$ cat config.mk
export PLATFORM = sky130hd
export DESIGN_NAME = serial_mod_n
export DESIGN_NICKNAME = d
export VERILOG_FILES = /design/src/rtl/serial_mod_n.sv
export SDC_FILE = /design/constraint.sdc
export NUM_CORES = 1
export LEC_CHECK = 0
export CAP_MARGIN = 25
export CORE_UTILIZATION = 50
export DETAILED_ROUTE_END_ITERATION = 8
export GPL_TIMING_DRIVEN = 0
export PLACE_DENSITY = 0.85
export REMOVE_ABC_BUFFERS = 1
export SLEW_MARGIN = 25
export SYNTH_ARGS = -nofsm -noshare
export SYNTH_HDL_FRONTEND = slang
export SYNTH_SLANG_ARGS = --single-unit
$ cat constraint.sdc
create_clock -name clk -period 3.4 [get_ports clk]
set_input_delay 0.68 -clock clk [delete_from_list [all_inputs] [get_ports clk]]
set_output_delay 0.68 -clock clk [all_outputs]
set_load 0.02 [all_outputs]
$ cat src/rtl/serial_mod_n.sv
// Bit-serial modulo-N checker: folds a framed serial number into its remainder mod DIVISOR,
// LSB-first or MSB-first, and pulses result_valid when a frame completes.
module serial_mod_n #(
  parameter int  DIVISOR   = 3,
  parameter bit  MSB_FIRST = 1'b0,
  parameter int  CNT_W     = 8,
  localparam int RW        = $clog2(DIVISOR)
) (
  input  logic             clk,
  input  logic             rst,
  input  logic             data,
  input  logic             data_start,
  input  logic             data_finish,
  output logic             busy,
  output logic [RW-1:0]    remainder,
  output logic             divisible,
  output logic             result_valid,
  output logic [CNT_W-1:0] bit_count,
  output logic             aborted
);

  typedef enum logic [0:0] {IDLE = 1'b0, BUSY = 1'b1} state_t;

  localparam logic [RW:0]   NX    = (RW + 1)'(DIVISOR);
  localparam logic [RW-1:0] W_ONE = RW'(1);
  localparam logic [RW-1:0] W_TWO = (DIVISOR == 2) ? RW'(0) : RW'(2);

  // Every intermediate is below 2N, so one conditional subtract brings it into [0, N).
  function automatic logic [RW-1:0] reduce(input logic [RW:0] x);
    logic [RW:0] y;
    if (x >= NX) y = x - NX;
    else         y = x;
    return y[RW-1:0];
  endfunction

  state_t           state_q, state_d;
  logic [RW-1:0]    acc_q, acc_d;
  logic [RW-1:0]    w_q, w_d;
  logic [CNT_W-1:0] cnt_q, cnt_d;
  logic [RW-1:0]    rem_q, rem_d;
  logic             div_q, div_d;
  logic [CNT_W-1:0] bc_q, bc_d;
  logic             valid_q, valid_d;
  logic             abort_q, abort_d;

  logic             take_bit_s;
  logic [RW-1:0]    acc_nxt_s;
  logic [RW-1:0]    w_nxt_s;
  logic [CNT_W-1:0] cnt_nxt_s;

  // Next accumulator/weight/count for the bit sampled this cycle (seeded on a start).
  always_comb begin
    take_bit_s = data_start || (state_q == BUSY);
    acc_nxt_s  = acc_q;
    w_nxt_s    = w_q;
    cnt_nxt_s  = cnt_q;
    if (data_start) begin
      acc_nxt_s = RW'(data);
      w_nxt_s   = W_TWO;
      cnt_nxt_s = CNT_W'(1);
    end else begin
      if (MSB_FIRST) begin
        acc_nxt_s = reduce({acc_q, data});
        w_nxt_s   = w_q;
      end else begin
        acc_nxt_s = reduce({1'b0, acc_q} + (data ? {1'b0, w_q} : {(RW + 1){1'b0}}));
        w_nxt_s   = reduce({w_q, 1'b0});
      end
      if (cnt_q == {CNT_W{1'b1}}) cnt_nxt_s = cnt_q;
      else                        cnt_nxt_s = cnt_q + CNT_W'(1);
    end
  end

  // Frame FSM and result capture.
  always_comb begin
    state_d = state_q;
    acc_d   = acc_q;
    w_d     = w_q;
    cnt_d   = cnt_q;
    rem_d   = rem_q;
    div_d   = div_q;
    bc_d    = bc_q;
    valid_d = 1'b0;
    abort_d = 1'b0;
    if (take_bit_s) begin
      acc_d = acc_nxt_s;
      w_d   = w_nxt_s;
      cnt_d = cnt_nxt_s;
      if (data_finish) begin
        rem_d   = acc_nxt_s;
        div_d   = (acc_nxt_s == RW'(0));
        bc_d    = cnt_nxt_s;
        valid_d = 1'b1;
      end else begin
        valid_d = 1'b0;
      end
    end else begin
      valid_d = 1'b0;
    end
    case (state_q)
      IDLE: begin
        if (data_start && !data_finish) state_d = BUSY;
        else                            state_d = IDLE;
      end
      BUSY: begin
        abort_d = data_start;
        if (data_finish) state_d = IDLE;
        else             state_d = BUSY;
      end
      default: state_d = IDLE;
    endcase
  end

  // State and output registers with synchronous reset.
  always_ff @(posedge clk) begin
    if (rst) begin
      state_q <= IDLE;
      acc_q   <= RW'(0);
      w_q     <= W_ONE;
      cnt_q   <= CNT_W'(0);
      rem_q   <= RW'(0);
      div_q   <= 1'b0;
      bc_q    <= CNT_W'(0);
      valid_q <= 1'b0;
      abort_q <= 1'b0;
    end else begin
      state_q <= state_d;
      acc_q   <= acc_d;
      w_q     <= w_d;
      cnt_q   <= cnt_d;
      rem_q   <= rem_d;
      div_q   <= div_d;
      bc_q    <= bc_d;
      valid_q <= valid_d;
      abort_q <= abort_d;
    end
  end

  assign busy         = (state_q == BUSY);
  assign remainder    = rem_q;
  assign divisible    = div_q;
  assign result_valid = valid_q;
  assign bit_count    = bc_q;
  assign aborted      = abort_q;

endmodule

==> summary.md, run 1 <==
| Metric | Value |
|---|---|
| Mapped Cells | `between 100 and 150` |
| Highest Clock Rate | `approximately 0.31 GHz` |
| Final net count | `175` |
| # rows | `17` |
| Multi-input gate area | `685.7 um2` |
| Postcts setup bufs | `0` |
| Startpoint types | `input port` |
| First-pass GRT wire length | `4643 um` |
| Worst clock skew | `slightly above 0.002 ns` |
| Hold-fix buffers at CTS | `0` |
| GR Util All Layers | `between 20% and 30%` |
| Final setup viols | `0` |
| Gates resized, CTS repair | `0` |
| Critical setup path kind | `input port to flip-flop` |
| Remaining DRCs | `0` |
| Initial DRC Count | `32` |
| Sequential share of the synthesized area | `between 40% and 50%` |
| Max-cap violations | `0` |
| Worst setup margin | `0.1959 ns` |
| Most common cell in the synthesized netlist | `dfxtp_1` |
| Power per Cell Area | `roughly 360 nW/um2` |
| Max FO, Critical Path | `5` |
| CTS H-Tree Depth | `1` |
| Combinational Power Share | `13.4%` |
| Die ar. | `~2700 um2` |
| Detailed Place HPWL | `~1900 um` |
| Yosys reg bits | `26` |
| Crit path capture type | `flip-flop` |
| Reg power frac | `between 60% and 70%` |
| Initial core utilization | `between 50% and 60%` |
| P&R area growth vs syn | `16.62%` |
| Critical Path RT | `around 3.7 ns` |
| Clk root buf | `clkbuf_4` |
| Clock power share | `24.8%` |
| Post-synth top area share | `between 40 and 50%` |
| Switch share | `26.00%` |
| Max transition margin | `~50%` |
| Worst hold slack | `approximately 0.47 ns` |
| Clock buffer depth | `2` |
| Arrival @ worst endpoint | `between 3 and 4 ns` |
| Wire length per cell | `between 10 and 15 um` |
| FILL cells | `~190` |
| Design area | `1466 um2` |
| Largest net degree at the start of global routing | `22` |
| Clock Latency Late Sink | `about 0.32 ns` |
| Core box area | `between 2000 and 2500 um2` |
| Placed inst area | `~1400 um2` |
| Post-Route Setup TNS | `0 ns` |
| Synth top cells by count | `dfxtp_1, nand2_1, nor2_1, a21oi_1, o21ai_0` |
| Antenna viol nets, final | `0` |
| Slew of the pin with the lowest slew margin | `approximately 0.75 ns` |
| Netlist cell types | `just over 40` |
| Dpl ws | `-0.1120 ns` |
| CTS sink count | `26` |
| Synthesized area | `1257 um2` |
| DR vias | `1086` |
| Ant diodes | `0` |
| Register Area | `roughly 520 um2` |
| Hold WC Path Type | `flip-flop to flip-flop` |
| CTS tree | `yes` |
| Pins over their slew limit | `0` |
| Outcome | `completed` |
| Port bufs | `18` |
| Die Span Y | `roughly 52 um` |
| 1st-pass router iterations | `4` |
| Drt via density | `5.656` |
| Die Wd | `between 50 and 60 um` |
| Net Switching | `between 0.1 and 0.15 mW` |
| Initial antenna violation count | `0` |
| Share of cells above drive strength 1 | `~5.5%` |
| Crit share post-route | `a little over nine tenths` |
| Ys Warns | `0` |
| TritonCTS Buffers | `3` |
| Total Wirelength | `2596 um` |
| Maximum vdd ir drop | `roughly 0.24 mV` |
| Cell internal pwr | `0.3862 mW` |
| Ports | `19` |
| Clock-pin slew on the worst setup and hold paths | `approximately 0.13 ns` |
| Area contributors post-synth | `dfxtp_1, nand2_1, nor2_1` |
| P_leak | `just over 0.5 nW` |
| Vias in the first global route | `approximately 1100` |
| Area leader, netlist | `dfxtp_1` |
| Final hold violations | `0` |
| RePlAce Congestion | `0.8151` |
| RSZ-0062 raised after global routing | `no` |
| Post-synth EDFFs | `0` |
| Syn_area_per_cell | `8.439 um2` |
| GR Overflow Total | `0` |
| Asr flop ratio synth | `0%` |
| Main flop type after synthesis | `dfxtp_1` |
| Tmin final | `between 3 and 4 ns` |
[final timing paths]
kind	from	to	slack, ns	cells after the start
worst min register to register	bit_count[5]	bit_count[5]	0.47	2
worst max register to register	w_q[0]	remainder[1]	0.74	10
worst max-delay path	data	remainder[1]	0.20	11
worst min-delay path	bit_count[5]	bit_count[5]	0.47	2
[sequential cells by signal, indices dropped and copies added, names as in the netlist]
signal / count
remainder: 2
acc_q: 2
busy: 1
divisible: 1
cnt_q: 8
bit_count: 8
aborted: 1
w_q: 2
result_valid: 1
[through the flow]
step / power, mW / instances / utilization, %
finish: 0.5220 / 192 / 63.83
global route: 0.5441 / 192 / 63.83
CTS: 0.5240 / 192 / 63.83
detailed placement: 0.3991 / 189 / 62.85
global placement: 0.3946 / 189 / 62.85
floorplan: 0.3684 / 143 / -
[power by group through the flow]
| stage | clock network, mW | registers, mW | logic (mW) |
|---|---|---|---|
| 5_1_grt | 0.142 | 0.324 | 0.0778 |
| 3_5_place_dp | 0 | 0.329 | 0.0700 |
| 3_3_place_gp | 0 | 0.328 | 0.0662 |
| 6_report | 0.130 | 0.322 | 0.0700 |
| 2_1_floorplan | 0 | 0.333 | 0.0356 |
| 4_1_cts | 0.132 | 0.322 | 0.0702 |
[metal layers]
layer	track usage, %	part of all wire, %
met5	0	0
met2	37.82	46
met1	29.75	48
met4	8.772	1.4
met3	3.216	4.5
[worst max-delay path: stages]
cell and delay [ns]:
clkdlybuf4s50_1 0.54, and2_1 0.15, ha_1 0.14, inv_1 0.05, fa_1 0.53, inv_1 0.06
ha_1 0.19, or3b_1 0.36, a221oi_1 0.50, nand2_1 0.13, a21oi_1 0.14
[layout by cell type (no fill, tap or decap), drive strengths merged]
cell,n
clkdlybuf4s50,18
nand4,2
o21a,1
inv,6
xnor2,1
fa,1
a2111oi,1
clkbuf,3
a221oi,1
o221ai,1
a31oi,2
and2,2
o21ai,9
a211o,1
o21bai,2
nor2,16
or2,1
a211oi,2
a21oi,11
nand3,4
mux2,1
and4b,1
nor2b,2
o31ai,2
a311oi,1
nor3,6
ha,3
xor2,4
and4,1
nand2b,2
a2111o,1
or3b,1
mux2i,5
o22ai,1
and3,4
dfxtp,26
nand2,18
[area by class of cell]
class | instances | area share (%)
Tap cell | 28 | 2.389
Inverter | 6 | 1.536
Clock buffer | 3 | 1.536
Sequential cell | 26 | 35.49
Timing Repair Buffer | 18 | 12.29
Multi-Input combinational cell | 111 | 46.76
[cells by family (layout without fill, tap and decap cells)]
group	Yosys count	in the layout	synth area share, %
adder cells (fa/ha/maj)	4	4	4.577
buffers and inverters	12	27	4.080
multiplexers	6	6	4.876
AO/OA/AOI/OAI	36	36	18.31
AND/OR/NAND/NOR	60	60	23.28
flip-flops	26	26	41.39
XOR/XNOR	5	5	3.482
No activity file was read; power rests on OpenSTA's default activity.
==> run 2, diff against run 1 <==
--- a/config.mk
+++ b/config.mk
@@ -6,6 +6,7 @@
 export NUM_CORES = 1
 export LEC_CHECK = 0
 export CAP_MARGIN = 25
+export CORE_MARGIN = 5
 export CORE_UTILIZATION = 50
 export DETAILED_ROUTE_END_ITERATION = 8
 export GPL_TIMING_DRIVEN = 0
==> run 2 against run 1 <==
Net effect: clock skew about the same; critical path type unchanged; maximum frequency up 2.9%; critical endpoint unchanged; non-clock buffer count unchanged; first-iteration DRC count fell by 9.4%; via count down 0.64%; largest cell class unchanged; sequential share of layout area shrank 0.060 points; flip-flop and latch count unchanged.
==> summary.md, run 2 (synthesis results as in run 1) <==
| Metric | Value |
|---|---|
| Outcome | `completed` |
| Final net count | `about 180` |
| Combinational Power Share | `13.1%` |
| Ports | `19` |
| Die Span Y | `60.15 um` |
| Ant diodes | `0` |
| RSZ-0062 raised after global routing | `no` |
| Net Switching | `0.1355 mW` |
| Startpoint types | `input port` |
| Clock buffer depth | `2` |
| Worst clock skew | `between 0.002 and 0.003 ns` |
| GRT met3 Usage | `between 3 and 4%` |
| Critical Path RT | `between 3 and 4 ns` |
| Drt via density | `between 5 and 6` |
| Worst setup margin | `between 0.2 and 0.3 ns` |
| Port bufs | `18` |
| Total power | `between 0.5 and 0.6 mW` |
| Arrival @ worst endpoint | `roughly 3.4 ns` |
| Max-cap violations | `0` |
| Grt met2 use | `23.61%` |
| Grt met1 use | `roughly a fifth` |
| Power per Cell Area | `between 300 and 400 nW/um2` |
| Clock-pin slew on the worst setup and hold paths | `roughly 0.13 ns` |
| Clock power share | `approximately 25%` |
| Reg power frac | `61.7%` |
| First-pass GRT wire length | `roughly 4200 um` |
| Tmin final | `about 3.1 ns` |
| Design area | `between 1000 and 1500 um2` |
| P&R area growth vs syn | `16.82%` |
| Highest Clock Rate | `between 0.3 and 0.4 GHz` |
| Initial core utilization | `51.70%` |
| # rows | `18` |
| Remaining DRCs | `0` |
| DR vias | `around 1100` |
| Final hold violations | `0` |
| Post-Route Setup TNS | `0 ns` |
| Most frequent cells in the layout | `dfxtp_1, clkdlybuf4s50_1, nand2_1` |
| TritonCTS Buffers | `3` |
| 1st-pass router iterations | `4` |
| Maximum vdd ir drop | `around 0.23 mV` |
| Initial antenna violation count | `0` |
| Gates resized, CTS repair | `0` |
| Placed inst area | `1446 um2` |
| Gr busiest metal | `met2` |
| CTS H-Tree Depth | `1` |
| Total Wirelength | `around 2500 um` |
| Initial DRC Count | `29` |
| Slew of the pin with the lowest slew margin | `0.7358 ns` |
| Hold WC Path Type | `flip-flop to flip-flop` |
| Max FO, Critical Path | `5` |
| CTS tree | `yes` |
| GR Util All Layers | `roughly 15%` |
| Die Wd | `between 60 and 70 um` |
| Final setup viols | `0` |
| Pins over their slew limit | `0` |
| Postcts setup bufs | `0` |
| Hold-fix buffers at CTS | `0` |
| Die ar. | `between 3000 and 4000 um2` |
| Core box area | `roughly 2400 um2` |
| Detailed Place HPWL | `~1800 um` |
| GR Overflow Total | `0` |
| Commonest non-fill, non-tap cell in the layout | `dfxtp_1` |
| Dpl ws | `-0.03936 ns` |
| Crit share post-route | `approximately nine tenths` |
| CTS sink count | `26` |
| Vias in the first global route | `988` |
| Share of cells above drive strength 1 | `under 10%` |
| Critical setup path kind | `input port to flip-flop` |
| Switch share | `25.96%` |
| Clock Latency Late Sink | `about 0.32 ns` |
| Largest net degree at the start of global routing | `22` |
| Clk root buf | `clkbuf_4` |
| Max transition margin | `between 50% and 60%` |
| Final Core Density | `60.39%` |
| RePlAce Congestion | `0.8579` |
| Cell internal pwr | `roughly 0.39 mW` |
| Wire length per cell | `between 10 and 15 um` |
| Antenna viol nets, final | `0` |
| P_leak | `between 0.5 and 0.6 nW` |
| Crit path capture type | `flip-flop` |
-- run 2: cell counts in the layout (fill, tap and decap cells not counted) --
Identical to the previous run, type by type.
-- run 2: path summary, 6_finish.rpt --
path	start	endpoint	slack, ns	depth (start not counted)
setup / recovery	data	remainder[1]	0.29	11
hold / removal	bit_count[7]	bit_count[7]	0.47	2
setup reg to reg	w_q[0]	remainder[1]	0.83	10
hold reg to reg	bit_count[7]	bit_count[7]	0.47	2
-- run 2: layer usage --
metal / vias up / wire length (um)
met4: 0 / 51
met1: 494 / 1241
li1: 560 / -
met5: - / 0
met2: 20 / 1117
met3: 5 / 107
-- run 2: critical path: stages --
cell and delay [ns]:
clkdlybuf4s50_1 0.54, and2_1 0.15, ha_1 0.13, inv_1 0.05, fa_1 0.53, inv_1 0.06, ha_1 0.19, or3b_1 0.35
a221oi_1 0.41, nand2_1 0.14, a21oi_1 0.14
-- run 2: layout make-up --
| cell class | count | area, um2 |
|---|---|---|
| flip-flops and latches | 26 | 520.5 |
| fillers | 208 | 963.4 |
| inverters | 6 | 22.52 |
| clock buffers | 3 | 22.52 |
| repair buffers | 18 | 180.2 |
| well taps | 30 | 37.54 |
| multi-input cells | 111 | 685.7 |
-- run 2: stage by stage --
stage / std cells / hold WS [ns]
finish: 194 / 0.4670
global route: 194 / 0.5068
CTS: 194 / 0.4678
detailed placement: 191 / 0.4452
global placement: 191 / 0.4357
floorplan: 143 / 0.5037
-- run 2: power by group through the flow --
| stage | registers [mW] | logic [mW] | clock network (mW) |
|---|---|---|---|
| floorplan | 0.333 | 0.0356 | 0 |
| global placement | 0.329 | 0.0662 | 0 |
| detailed placement | 0.329 | 0.0685 | 0 |
| CTS | 0.322 | 0.0687 | 0.132 |
| global route | 0.324 | 0.0753 | 0.145 |
| finish | 0.322 | 0.0686 | 0.131 |
==> run 3, diff against run 2 <==
--- a/config.mk
+++ b/config.mk
@@ -7,10 +7,10 @@
 export LEC_CHECK = 0
 export CAP_MARGIN = 25
 export CORE_MARGIN = 5
-export CORE_UTILIZATION = 50
+export CORE_UTILIZATION = 52
 export DETAILED_ROUTE_END_ITERATION = 8
 export GPL_TIMING_DRIVEN = 0
-export PLACE_DENSITY = 0.85
+export PLACE_DENSITY = 0.87
 export REMOVE_ABC_BUFFERS = 1
 export SLEW_MARGIN = 25
 export SYNTH_ARGS = -nofsm -noshare
==> run 3 against run 2 <==
Net effect: maximum frequency is 1.1% lower; clock skew is 0.0025 ns higher; total power is 0.28% lower; routed wire length is 2.9% higher; register-to-register slack worse by 0.06 ns; first-iteration DRC count is 31% higher; combinational power is 2% higher; global-route usage is 0.71 points higher; core utilization is 4.6 points higher; final cell count is 1.0% lower; cell area is 0.17% lower.
==> summary.md, run 3 (synthesis results as in run 1) <==
| Metric | Value |
|---|---|
| Die ar. | `3502 um2` |
| Final hold violations | `0` |
| Hold Path Depth | `2` |
| First-pass GRT wire length | `4422 um` |
| Crit path capture type | `flip-flop` |
| Register Area | `roughly 520 um2` |
| Clock-pin slew on the worst setup and hold paths | `~0.13 ns` |
| Initial antenna violation count | `0` |
| Drt via density | `5.797` |
| Largest net degree at the start of global routing | `22` |
| Gates resized, CTS repair | `0` |
| Highest Clock Rate | `~0.32 GHz` |
| Arrival @ worst endpoint | `3.40 ns` |
| Outcome | `completed` |
| Die Span Y | `between 50 and 60 um` |
| GR Overflow Total | `0` |
| Maximum vdd ir drop | `0.2392 mV` |
| Hold path start | `bit_count[6]` |
| Total Wirelength | `2591 um` |
| Hold WC Path Type | `flip-flop to flip-flop` |
| Total power | `between 0.5 and 0.6 mW` |
| Startpoint types | `input port` |
| Final setup viols | `0` |
| Ant diodes | `0` |
| Max transition margin | `around 53%` |
| Vias in the first global route | `1027` |
| Reg2Reg Setup Slack | `0.77 ns` |
| Placed inst area | `around 1400 um2` |
| 1st-pass router iterations | `4` |
| Hold Crit Endpoint | `bit_count[6]` |
| Final net count | `between 150 and 200` |
| Share of cells above drive strength 1 | `under 10%` |
| Initial DRC Count | `38` |
| # rows | `17` |
| Max FO, Critical Path | `5` |
| Worst R2R End | `remainder[1]` |
| Most frequent cells in the layout | `dfxtp_1, clkdlybuf4s50_1, nand2_1` |
| CTS H-Tree Depth | `1` |
| Initial core utilization | `between 50% and 60%` |
| Worst r2r src | `w_q[0]` |
| Multi-input gate area | `between 600 and 700 um2` |
| Antenna viol nets, final | `0` |
| RSZ-0062 raised after global routing | `no` |
| Remaining DRCs | `0` |
| CTS tree | `yes` |
| Die Wd | `59.18 um` |
| RePlAce Congestion | `around 0.87` |
| Tmin final | `around 3.1 ns` |
| Clock buffer depth | `2` |
| Ports | `19` |
| Crit share post-route | `92.61%` |
| Worst setup margin | `0.2511 ns` |
| GR Util All Layers | `roughly 16%` |
| Power per Cell Area | `354.8 nW/um2` |
| Hold-fix buffers at CTS | `0` |
| Wire length per cell | `around 13 um` |
| P&R area growth vs syn | `16.62%` |
| FILL cells | `around 210` |
| Port bufs | `18` |
| Clk root buf | `clkbuf_4` |
| Critical Path RT | `~3.7 ns` |
| Final Core Density | `65.04%` |
| Critical setup path kind | `input port to flip-flop` |
| Worst clock skew | `approximately 0.0050 ns` |
| Clock Latency Late Sink | `roughly 0.32 ns` |
| Detailed Place HPWL | `just under 2000 um` |
| Dpl ws | `-0.07850 ns` |
| Commonest non-fill, non-tap cell in the layout | `dfxtp_1` |
| Postcts setup bufs | `0` |
| P_leak | `0.5135 nW` |
| Core box area | `approximately 2300 um2` |
| DR vias | `approximately 1100` |
| TritonCTS Buffers | `3` |
| Pins over their slew limit | `0` |
| Slew of the pin with the lowest slew margin | `about 0.7 ns` |
| CTS sink count | `26` |
| Max-cap violations | `0` |
| Design area | `between 1000 and 1500 um2` |
| R2R depth | `10` |
run 3: cell counts in the layout (fill, tap and decap cells not counted):
No cell type changed its count.
run 3: how the worst max path moves through the flow:
stage	start	depth (start not counted)	slack [ns]	to
after floorplan	data	10	0.75	acc_q[0]
after global placement	data	11	-0.002	remainder[1]
after detailed placement	data	11	-0.08	remainder[1]
after CTS	data	11	0.27	remainder[1]
after global routing	data	11	0.12	acc_q[1]
final	data	11	0.25	remainder[1]
run 3: layout make-up:
class                   instances  share of cell area, %
multi-input cells             111                  46.76
flip-flops and latches         26                  35.49
repair buffers                 18                  12.29
well taps                      28                  2.389
inverters                       6                  1.536
clock buffers                   3                  1.536
run 3: where the power goes:
part           switching, mW  internal, mW
registers            0.00899         0.313
clock network         0.0863        0.0415
logic                 0.0388        0.0313
total                  0.134         0.386
run 3: stage by stage:
step | hold slack, ns | setup TNS (ns) | instances
after detailed placement | 0.4446 | -0.1442 | 189
after global placement | 0.4323 | -0.001962 | 189
after CTS | 0.4700 | 0 | 192
final | 0.4673 | 0 | 192
after floorplan | 0.5037 | 0 | 143
after global routing | 0.4852 | 0 | 192
run 3: worst max-delay path, stage by stage:
cell and delay, ns:
clkdlybuf4s50_1 0.54, and2_1 0.16, ha_1 0.14, inv_1 0.04, fa_1 0.51, inv_1 0.05, ha_1 0.18, or3b_1 0.35
a221oi_1 0.47, nand2_1 0.12, a21oi_1 0.14
run 3: metal layers:
layer / track usage [%] / vias to the layer above / part of all wire (%) / wire length [um]
met5: 0 / - / 0 / 0
met4: 6.472 / 0 / 1.5 / 40
met3: 2.832 / 7 / 5.3 / 137
met2: 25.71 / 40 / 47 / 1229
met1: 21.16 / 512 / 46 / 1185
li1: - / 554 / - / -
